`src/rtl/pipe_ctrl_pkg.sv`:
```
// pipe_ctrl_pkg: shared widths, stall masks, stall bit indices and divide FSM states
package pipe_ctrl_pkg;
  localparam int ADDR_W = 32;
  localparam int REG_W = 5;
  localparam int STALL_W = 5;
  localparam logic [STALL_W-1:0] MASK_IF = 5'b00001;
  localparam logic [STALL_W-1:0] MASK_ID = 5'b00011;
  localparam logic [STALL_W-1:0] MASK_EX = 5'b00111;
  localparam logic [STALL_W-1:0] MASK_MEM = 5'b01111;
  localparam int ST_PC = 0;
  localparam int ST_IFID = 1;
  localparam int ST_IDEX = 2;
  localparam int ST_EXMEM = 3;
  localparam int ST_MEMWB = 4;
  typedef enum logic {DIV_IDLE, DIV_BUSY} div_state_t;
endpackage

```
`src/rtl/pipe_div_timer.sv`:
```
// pipe_div_timer: times the EX stall of a multi-cycle divide and raises the abort pulse on flush
module pipe_div_timer
  import pipe_ctrl_pkg::*;
#(
  parameter int DIV_CYCLES = 32
) (
  input  logic clk,
  input  logic rst,
  input  logic start,
  input  logic flush,
  output logic active,
  output logic div_cancel
);
  localparam int CW = $clog2(DIV_CYCLES + 1);
  div_state_t state, state_n;
  logic [CW-1:0] cnt, cnt_n;
  // state and counter register
  always_ff @(posedge clk or posedge rst)
    if (rst) begin
      state <= DIV_IDLE;
      cnt <= '0;
    end else begin
      state <= state_n;
      cnt <= cnt_n;
    end
  // start loads DIV_CYCLES-1; BUSY counts down and leaves after the cnt==1 cycle
  always_comb begin
    state_n = state;
    cnt_n = cnt;
    if (flush) begin
      state_n = DIV_IDLE;
      cnt_n = '0;
    end else if (state == DIV_IDLE && start) begin
      state_n = DIV_BUSY;
      cnt_n = CW'(DIV_CYCLES - 1);
    end else if (state == DIV_BUSY) begin
      cnt_n = cnt - 1'b1;
      state_n = (cnt == CW'(1)) ? DIV_IDLE : DIV_BUSY;
    end
  end
  assign active = start || state == DIV_BUSY;
  assign div_cancel = flush && active;
endmodule

```
`src/rtl/pipe_ctrl.sv`:
```
// pipe_ctrl: merges stage stall requests, holds ID redirects until the PC accepts them, applies flushes
module pipe_ctrl
  import pipe_ctrl_pkg::*;
#(
  parameter int DIV_CYCLES = 32
) (
  input  logic              clk,
  input  logic              rst,
  input  logic              if_stall_req,
  input  logic              id_branch_flag,
  input  logic [ADDR_W-1:0] id_branch_addr,
  input  logic              id_is_branch,
  input  logic [REG_W-1:0]  id_rs_addr,
  input  logic [REG_W-1:0]  id_rt_addr,
  input  logic              id_use_rs,
  input  logic              id_use_rt,
  input  logic              ex_is_load,
  input  logic [REG_W-1:0]  ex_wr_addr,
  input  logic              mem_is_load,
  input  logic [REG_W-1:0]  mem_wr_addr,
  input  logic              ex_div_start,
  input  logic              mem_stall_req,
  input  logic              exc_flush,
  input  logic [ADDR_W-1:0] exc_pc,
  output logic [STALL_W-1:0] stall,
  output logic              flush,
  output logic              redirect_valid,
  output logic [ADDR_W-1:0] redirect_addr,
  output logic              div_cancel
);
  logic ex_active, rs_hit, rt_hit, hazard, taken;
  logic pend_valid;
  logic [ADDR_W-1:0] pend_addr;
  logic [STALL_W-1:0] raw;
  pipe_div_timer #(.DIV_CYCLES(DIV_CYCLES)) u_div (
    .clk(clk), .rst(rst), .start(ex_div_start), .flush(exc_flush),
    .active(ex_active), .div_cancel(div_cancel)
  );
  assign rs_hit = id_use_rs && id_rs_addr != '0 &&
                  ((ex_is_load && ex_wr_addr == id_rs_addr) || (mem_is_load && mem_wr_addr == id_rs_addr));
  assign rt_hit = id_use_rt && id_rt_addr != '0 &&
                  ((ex_is_load && ex_wr_addr == id_rt_addr) || (mem_is_load && mem_wr_addr == id_rt_addr));
  assign hazard = id_is_branch && (rs_hit || rt_hit);
  assign raw = ({STALL_W{if_stall_req}} & MASK_IF) | ({STALL_W{hazard}} & MASK_ID) |
               ({STALL_W{ex_active}} & MASK_EX) | ({STALL_W{mem_stall_req}} & MASK_MEM);
  assign stall = exc_flush ? '0 : raw;
  assign flush = exc_flush;
  assign taken = id_branch_flag && !hazard && !raw[ST_IDEX];
  // redirect source priority: exception, then held target, then a fresh unstalled branch
  always_comb begin
    redirect_valid = exc_flush || pend_valid || (taken && !raw[ST_PC]);
    redirect_addr = exc_flush ? exc_pc : pend_valid ? pend_addr : taken ? id_branch_addr : '0;
  end
  // hold a taken target while the PC is stalled; release on the first unstalled cycle
  always_ff @(posedge clk or posedge rst)
    if (rst) begin
      pend_valid <= 1'b0;
      pend_addr <= '0;
    end else if (exc_flush) pend_valid <= 1'b0;
    else if (pend_valid) pend_valid <= raw[ST_PC];
    else if (taken && raw[ST_PC]) begin
      pend_valid <= 1'b1;
      pend_addr <= id_branch_addr;
    end
endmodule

```
`config.mk`:
```
export PLATFORM = sky130hd
export DESIGN_NAME = pipe_ctrl
export DESIGN_NICKNAME = d
export VERILOG_FILES = /design/src/rtl/pipe_ctrl_pkg.sv /design/src/rtl/pipe_div_timer.sv /design/src/rtl/pipe_ctrl.sv
export SDC_FILE = /design/constraint.sdc
export NUM_CORES = 1
export LEC_CHECK = 0
export CORE_MARGIN = 2
export CORE_UTILIZATION = 32
export CTS_CLUSTER_DIAMETER = 60
export DETAILED_ROUTE_END_ITERATION = 8
export PLACE_DENSITY = 0.71
export SLEW_MARGIN = 10
export SYNTH_ARGS = -nofsm -noshare
export SYNTH_HDL_FRONTEND = slang
export SYNTH_SLANG_ARGS = --single-unit
export TNS_END_PERCENT = 100
```
`constraint.sdc`:
```
create_clock -name clk -period 5 [get_ports clk]
set_input_delay 1 -clock clk [delete_from_list [all_inputs] [get_ports clk]]
set_output_delay 1 -clock clk [all_outputs]
set_load 0.03 [all_outputs]
```
==> out/metrics.sh, run 1 <==
STATUS='finished clean'
CLOCK_SKEW_NS=0.00318
IO_BUFFER_COUNT=134
SETUP.WORST_PATH.START_CLASS='input pin'
ANT_CELLS=0
WORSTSETUPENDPOINTTYPE='output port'
FP.DIEAREA_UM2=9430
MAX_STAGE_DELAY_NS=0.70
AREA_OF_THE_CORE_REGION_UM2=8300
MOSTFREQUENTLAYOUTCELL='sky130_fd_sc_hd__clkdlybuf4s50_1'
CLOCK-SINKS=40
HOLDBUFCOUNTCTS=0
DRC_ERRORS=0
WORST_CASE_VDD_IR_DROP_V=0.000110
CTS_TREE='yes'
CTS_RESIZED=0
ANTENNA_LEFT=0
CTS.CLK_SLEW.WORST_PATHS_NS=0.07
CRITICAL_PATH.TOP_DELAY_FAMILY='buffers and inverters'
POSTCTSSETUPREPAIRBUFS=0
TRITONCTS.NUM_BUFFERS=5
TIMING.MAX_SLEW.REL_SLACK=0.642
SYNTH-EDFF-COUNT=0
CRITICAL_PATH.SLOWEST_CELL='sky130_fd_sc_hd__clkdlybuf4s50_1'
POSTSYNTH.ASYNCRESETSHARE=1.00
GR-USAGE-ALL-LAYERS=0.162
TIMING.CRITICAL_PATH.FANOUT_MAX=20
CTSLONGESTPATHBUFFERS=2
AREAGROWTHSYNTHTOFINISH_PCT=53.9
SETUP.WORST_PATH.CLASS='input pin to output port'
START_UTIL=0.334
POST-PLACE-WS_NS=0.384
POWER-PER-CELL-AREA_nW_PER_UM2=236
SYNTH.FF_LATCH_COUNT=40
SYNTH.YOSYS.SEQ_AREA_SHARE=0.361
SYN-MEAN-INSTANCE-AREA_UM2=9.50
CTS_ROOT_BUFFER='sky130_fd_sc_hd__clkbuf_8'
FIN_CELLS=525
IOS=136
UNREPAIRED_SETUP_ENDPOINTS_AFTER_GLOBAL_ROUTING='false'
TOTAL_POWER_uW=1010
MAPPEDNETLISTNETS=390
FIRST_GLOBAL_VIAS=2576
PLACE_CONGESTION=0.861
GRT-OVFL-TOTAL=0
SYNTH-MAIN-FF-CELL='sky130_fd_sc_hd__dfrtp_1'
TIMING.FINAL.SETUP_VIOLATIONS=0
LAYOUT-DRIVE-GT1-SHARE=0.121
PLACE.DETAILED.INSTANCES=518
UTIL_AFTER_LAYOUT=0.514
ROWS=33
NETLIST_AREA_PRE_PLACE_UM2=2770
NUM_VIAS=2626
POWER.STATIC_LEAKAGE_uW=0.00174
SYNTH_WARNINGS=0
TIMING.CRITICAL_PATH.REQUIRED_NS=4.00
GRT_FIRST_PASS_WIRELENGTH_UM=12700
HTREE_LEVELS=2
CRITICAL_PATH_BUFFER_AND_INVERTER_COUNT=3
TIMING_MAX_TRANSITION_VIOLATIONS_FINAL=0
DETAILED_PLACE_HPWL_UM=5910
WL_PER_CELL_UM=14.9
TIMING.CRITICAL_PATH.CELLS='clkdlybuf4s50_1 -> or3_1 -> o311a_1 -> a21boi_2 -> nand3_1 -> buf_4 -> o21ai_0 -> clkdlybuf4s50_1'
CLK_LATENCY_NS=0.28
SETUP_TNS_NS=0
CRITICAL_PATH_ARRIVAL_NS=3.60
CP_COMMON_CELL='sky130_fd_sc_hd__clkdlybuf4s50_1'
TIGHTEST_SLEW_NS=0.534
HIGHEST_COUNT_CELLS_IN_THE_LAYOUT_IGNORING_FILL_AND_TAPS='sky130_fd_sc_hd__clkdlybuf4s50_1, sky130_fd_sc_hd__dfrtp_1, sky130_fd_sc_hd__o21ai_0, sky130_fd_sc_hd__mux2_4, sky130_fd_sc_hd__nand2_1'
POST_SYNTH_NUM_CELL_TYPES=36
POST_SYNTH_INST_COUNT=292
DIE_Y_UM=97.1
FINAL_NETS=518
NUM-FILL-CELLS=778
MAX_FREQ_GHz=0.217
GRT_ANTENNA_BEFORE_REPAIR=0
VIASPERCELL=5.00
POST-ROUTE-WORST-SETUP-SLACK_NS=0.402
HP-CLASS='register to register'
REPORT.FINAL.HOLD_VIOL_COUNT=0
DIE_WIDTH_UM=97.1
FINALWORSTPATHREQUIREDPERIOD_NS=4.60
DRT_PRE_ANTENNA_ITERS=4
INITIALDRTVIOLATIONCOUNT=54
FINAL.PERIOD_UTILIZATION=0.920
MAX_CAP_VIOL_COUNT=0
MAXIMUM_NUMBER_OF_PINS_ON_ONE_NET_BEFORE_GLOBAL_ROUTE_REPAIR=41
ROUTED_WIRELENGTH_UM=7800
[path summary, 6_finish.rpt]
check	cells past startpoint	endpoint	from	slack, ns
worst max-delay path	8	redirect_addr[1]	id_rs_addr[0]	0.40
worst min-delay path	1	pend_addr[31]	pend_addr[31]	0.51
worst max register to register	5	pend_addr[15]	u_div.state	2.40
worst min register to register	1	pend_addr[31]	pend_addr[31]	0.51
max in group asynchronous	3	pend_addr[15]	rst	3.52
min in group asynchronous	3	pend_addr[4]	rst	1.14
[synthesized netlist by cell type (4+ instances only)]
cell                        n  area [um2]
sky130_fd_sc_hd__nand4_1    4        25.0
sky130_fd_sc_hd__xnor2_1   20         175
sky130_fd_sc_hd__clkbuf_1  15        56.3
sky130_fd_sc_hd__nand2b_1  14        87.6
sky130_fd_sc_hd__inv_1      5        18.8
sky130_fd_sc_hd__dfrtp_1   40        1000
sky130_fd_sc_hd__nand2_1   26        97.6
sky130_fd_sc_hd__a21oi_1   20         100
sky130_fd_sc_hd__nor3b_1   14         105
sky130_fd_sc_hd__nor3_1     8        40.0
sky130_fd_sc_hd__mux2_4    30         450
sky130_fd_sc_hd__o21ai_0   34         170
sky130_fd_sc_hd__a22oi_1   18         135
sky130_fd_sc_hd__nor2_1     9        33.8
[power by group]
| group | switching [uW] | internal (uW) | leakage (uW) |
|---|---|---|---|
| combinational | 145 | 225 | 0.00119 |
| clock | 106 | 94.9 | 0.0000410 |
| sequential | 43.5 | 393 | 0.000507 |
[state kept, by name (all words and copies together), names as in the netlist]
name and flops:
pend_addr 32, pend_valid 1, u_div.cnt 6, u_div.state 1
[metrics by stage]
stage / hold slack, ns / area [um2]
after global routing: 0.517 / 4270
after global placement: 0.482 / 4190
after detailed placement: 0.486 / 4190
after CTS: 0.509 / 4270
after floorplan: 0.473 / 2770
final: 0.505 / 4270
[worst reg2reg max path: cells and delay by family (launching register included)]
kind,cells,cell delay (ns)
AND/OR/NAND/NOR,2,0.87
AO/OA/AOI/OAI,1,0.28
multiplexers,1,0.35
buffers and inverters,1,0.43
flip-flops,1,0.55
[layer usage]
metal | track usage | routed length (um)
met5 | 0 | 0
met4 | 0.0314 | 63
met3 | 0.0417 | 447
met2 | 0.262 | 3620
met1 | 0.222 | 3670
[area by class of cell]
| cell class | count | area, um2 | area share |
|---|---|---|---|
| multi-input cells | 225 | 1640 | 0.385 |
| repair buffers | 142 | 1390 | 0.327 |
| flip-flops and latches | 40 | 1000 | 0.235 |
| well taps | 105 | 131 | 0.0308 |
| clock buffers | 6 | 72.6 | 0.0170 |
| inverters | 6 | 22.5 | 0.00528 |
| clock inverters | 1 | 5.00 | 0.00117 |
[cell families after synthesis]
family,synth area share
compound gates,0.180
xor+xnor,0.0631
fa+ha+maj,0.00902
buf+inv,0.0474
flops,0.361
mux,0.170
other cells,0.00135
simple gates,0.168
Note: power is estimated with default switching activity, not from simulation.
==> run 2: changes to the inputs <==
--- a/config.mk
+++ b/config.mk
@@ -5,6 +5,7 @@
 export SDC_FILE = /design/constraint.sdc
 export NUM_CORES = 1
 export LEC_CHECK = 0
+export CAP_MARGIN = 25
 export CORE_MARGIN = 2
 export CORE_UTILIZATION = 32
 export CTS_CLUSTER_DIAMETER = 60
==> results of run 2 <==
No change in the layout: final DEF, timing and power equal those of run 1.
==> RTL edit (config.mk and constraints of run 2) <==
`DIV_CYCLES` is set to 32 in 2 places; all go to 64.
--- a/src/rtl/pipe_div_timer.sv
+++ b/src/rtl/pipe_div_timer.sv
@@ -2,7 +2,7 @@
 module pipe_div_timer
   import pipe_ctrl_pkg::*;
 #(
-  parameter int DIV_CYCLES = 32
+  parameter int DIV_CYCLES = 64
 ) (
   input  logic clk,
   input  logic rst,
--- a/src/rtl/pipe_ctrl.sv
+++ b/src/rtl/pipe_ctrl.sv
@@ -2,7 +2,7 @@
 module pipe_ctrl
   import pipe_ctrl_pkg::*;
 #(
-  parameter int DIV_CYCLES = 32
+  parameter int DIV_CYCLES = 64
 ) (
   input  logic              clk,
   input  logic              rst,
Function: no difference found for any inputs over 10 cycles, from zero or initial values and one cycle with rst high; that may be too few to reach the edited logic, so the function may still have changed.
==> RTL edit against run 2 <==
Sequential cell count increased by 1. Design area up 1.1%. Power up 9.4%. Via count up 3.3%. Wire length increased by 12%. Combinational power rose by 2%. Setup slack got worse by 200 ps. Area after synthesis rose by 2.6%. Worst hold slack improved by 7.6 ps. Utilization down 1.7 points.
==> RTL edit: results (changes against run 2) <==
Place
  – Worst slack, placed: 206 ps (was 384 ps)
  – Post-detail-place hpwl: 6400 µm (was 5910 µm)

Synthesis
  – Number of library cell types mapped by synthesis: 31 (was 36)
  – Arithmetic-cell share of the synthesized area counting full adders, half adders and majority gates: 0.879% (was 0.902%)
  – Top post-synthesis cells by area: dfrtp_1 (36%), mux2_4 (16%), xnor2_1 (6.2%), a21oi_1 (5.8%), a22oi_1 (5.0%) (was dfrtp_1 (36%), mux2_4 (16%), xnor2_1 (6.3%), o21ai_0 (6.1%), a22oi_1 (4.9%))
  – Complex-gate fraction of the synthesized area: 18.1% (was 18.0%)
  – Post-synthesis mux area share: 16.6% (was 17.1%)
  – Share of the synthesized netlist area taken by xor and xnor gates: 6.46% (was 6.31%)

Worst hold path
  – Start point of the worst min-delay path: pend_addr[15]$_DFFE_PP0P_ (was pend_addr[31]$_DFFE_PP0P_)
  – Worst Hold End: pend_addr[15]$_DFFE_PP0P_ (was pend_addr[31]$_DFFE_PP0P_)

Final layout
  – Final net count: 522 (was 518)
  – Biggest registers after layout: pend_addr (32), u_div.cnt (7) (was pend_addr (32), u_div.cnt (6))
  – Share of final-layout standard cells stronger than drive strength 1: 16.9% (was 12.1%)
  – Layout Cells excl Fill: 533 (was 525)
  – Fraction of area in clock buffers and inverters: 2.70% (was 1.82%)
  – Multi-input gate count: 226 (was 225)
  – Clock buffer instance count of the final layout: 7 (was 6)

Route
  – Via count: 2712 (was 2626)
  – WL met3: 356 µm (was 447 µm)
  – Detail Route met2 WL: 4340 µm (was 3620 µm)
  – Met1 wire length: 3940 µm (was 3670 µm)
  – Number of violations reported at the end of detailed-routing iteration 0: 113 (was 54)

Pwr
  – Total internal power: 0.783 mW (was 0.713 mW)
  – Overall power: 1.10 mW (was 1.01 mW)
  – Peak ir drop on the vdd network: 0.147 mV (was 0.110 mV)

Run status
  – Outcome: finished clean (unchanged)

STA
  – Worst hold slack after final layout: 513 ps (was 505 ps)
  – Worst slew margin: 42.2% (was 64.2%)

Critical path
  – Data arrival at the endpoint of the critical path: 3800 ps (was 3600 ps)
  – Worst Path Max Fanout: 12 (was 20)
  – Critical Path Source: id_rt_addr[0] (was id_rs_addr[0])

Clock tree
  – Number of clock sinks: 41 (was 40)
RTL edit: cell count changes in the layout (fill, tap and decap cells not counted), moves of 2 or more:
| cell | before | now |
|---|---|---|
| buf_4 | 9 | 27 |
| clkdlybuf4s50_1 | 132 | 114 |
| nand4_1 | 4 | 19 |
| nand2b_1 | 14 | 0 |
| nor2b_1 | 3 | 17 |
| nor3b_1 | 14 | 0 |
| o21ai_0 | 34 | 20 |
| a21oi_1 | 20 | 33 |
| clkinv_1 | 2 | 0 |
| inv_1 | 4 | 6 |
| nand3_1 | 3 | 1 |
| nor2_1 | 9 | 11 |
| nor3_1 | 8 | 6 |
RTL edit: critical path: stages:
cell	delay [ps]
clkdlybuf4s50_1	470
or3_1	410
o311a_1	340
a22oi_4	390
buf_4	230
nand4_1	100
a21oi_1	160
clkdlybuf4s50_1	690
RTL edit: per-layer routing:
metal	GRT usage (%)	vias to the layer above
li1	-	1322
met1	24.3	1311
met2	29.5	73
met3	3.15	6
met4	4.00	0
met5	0	-
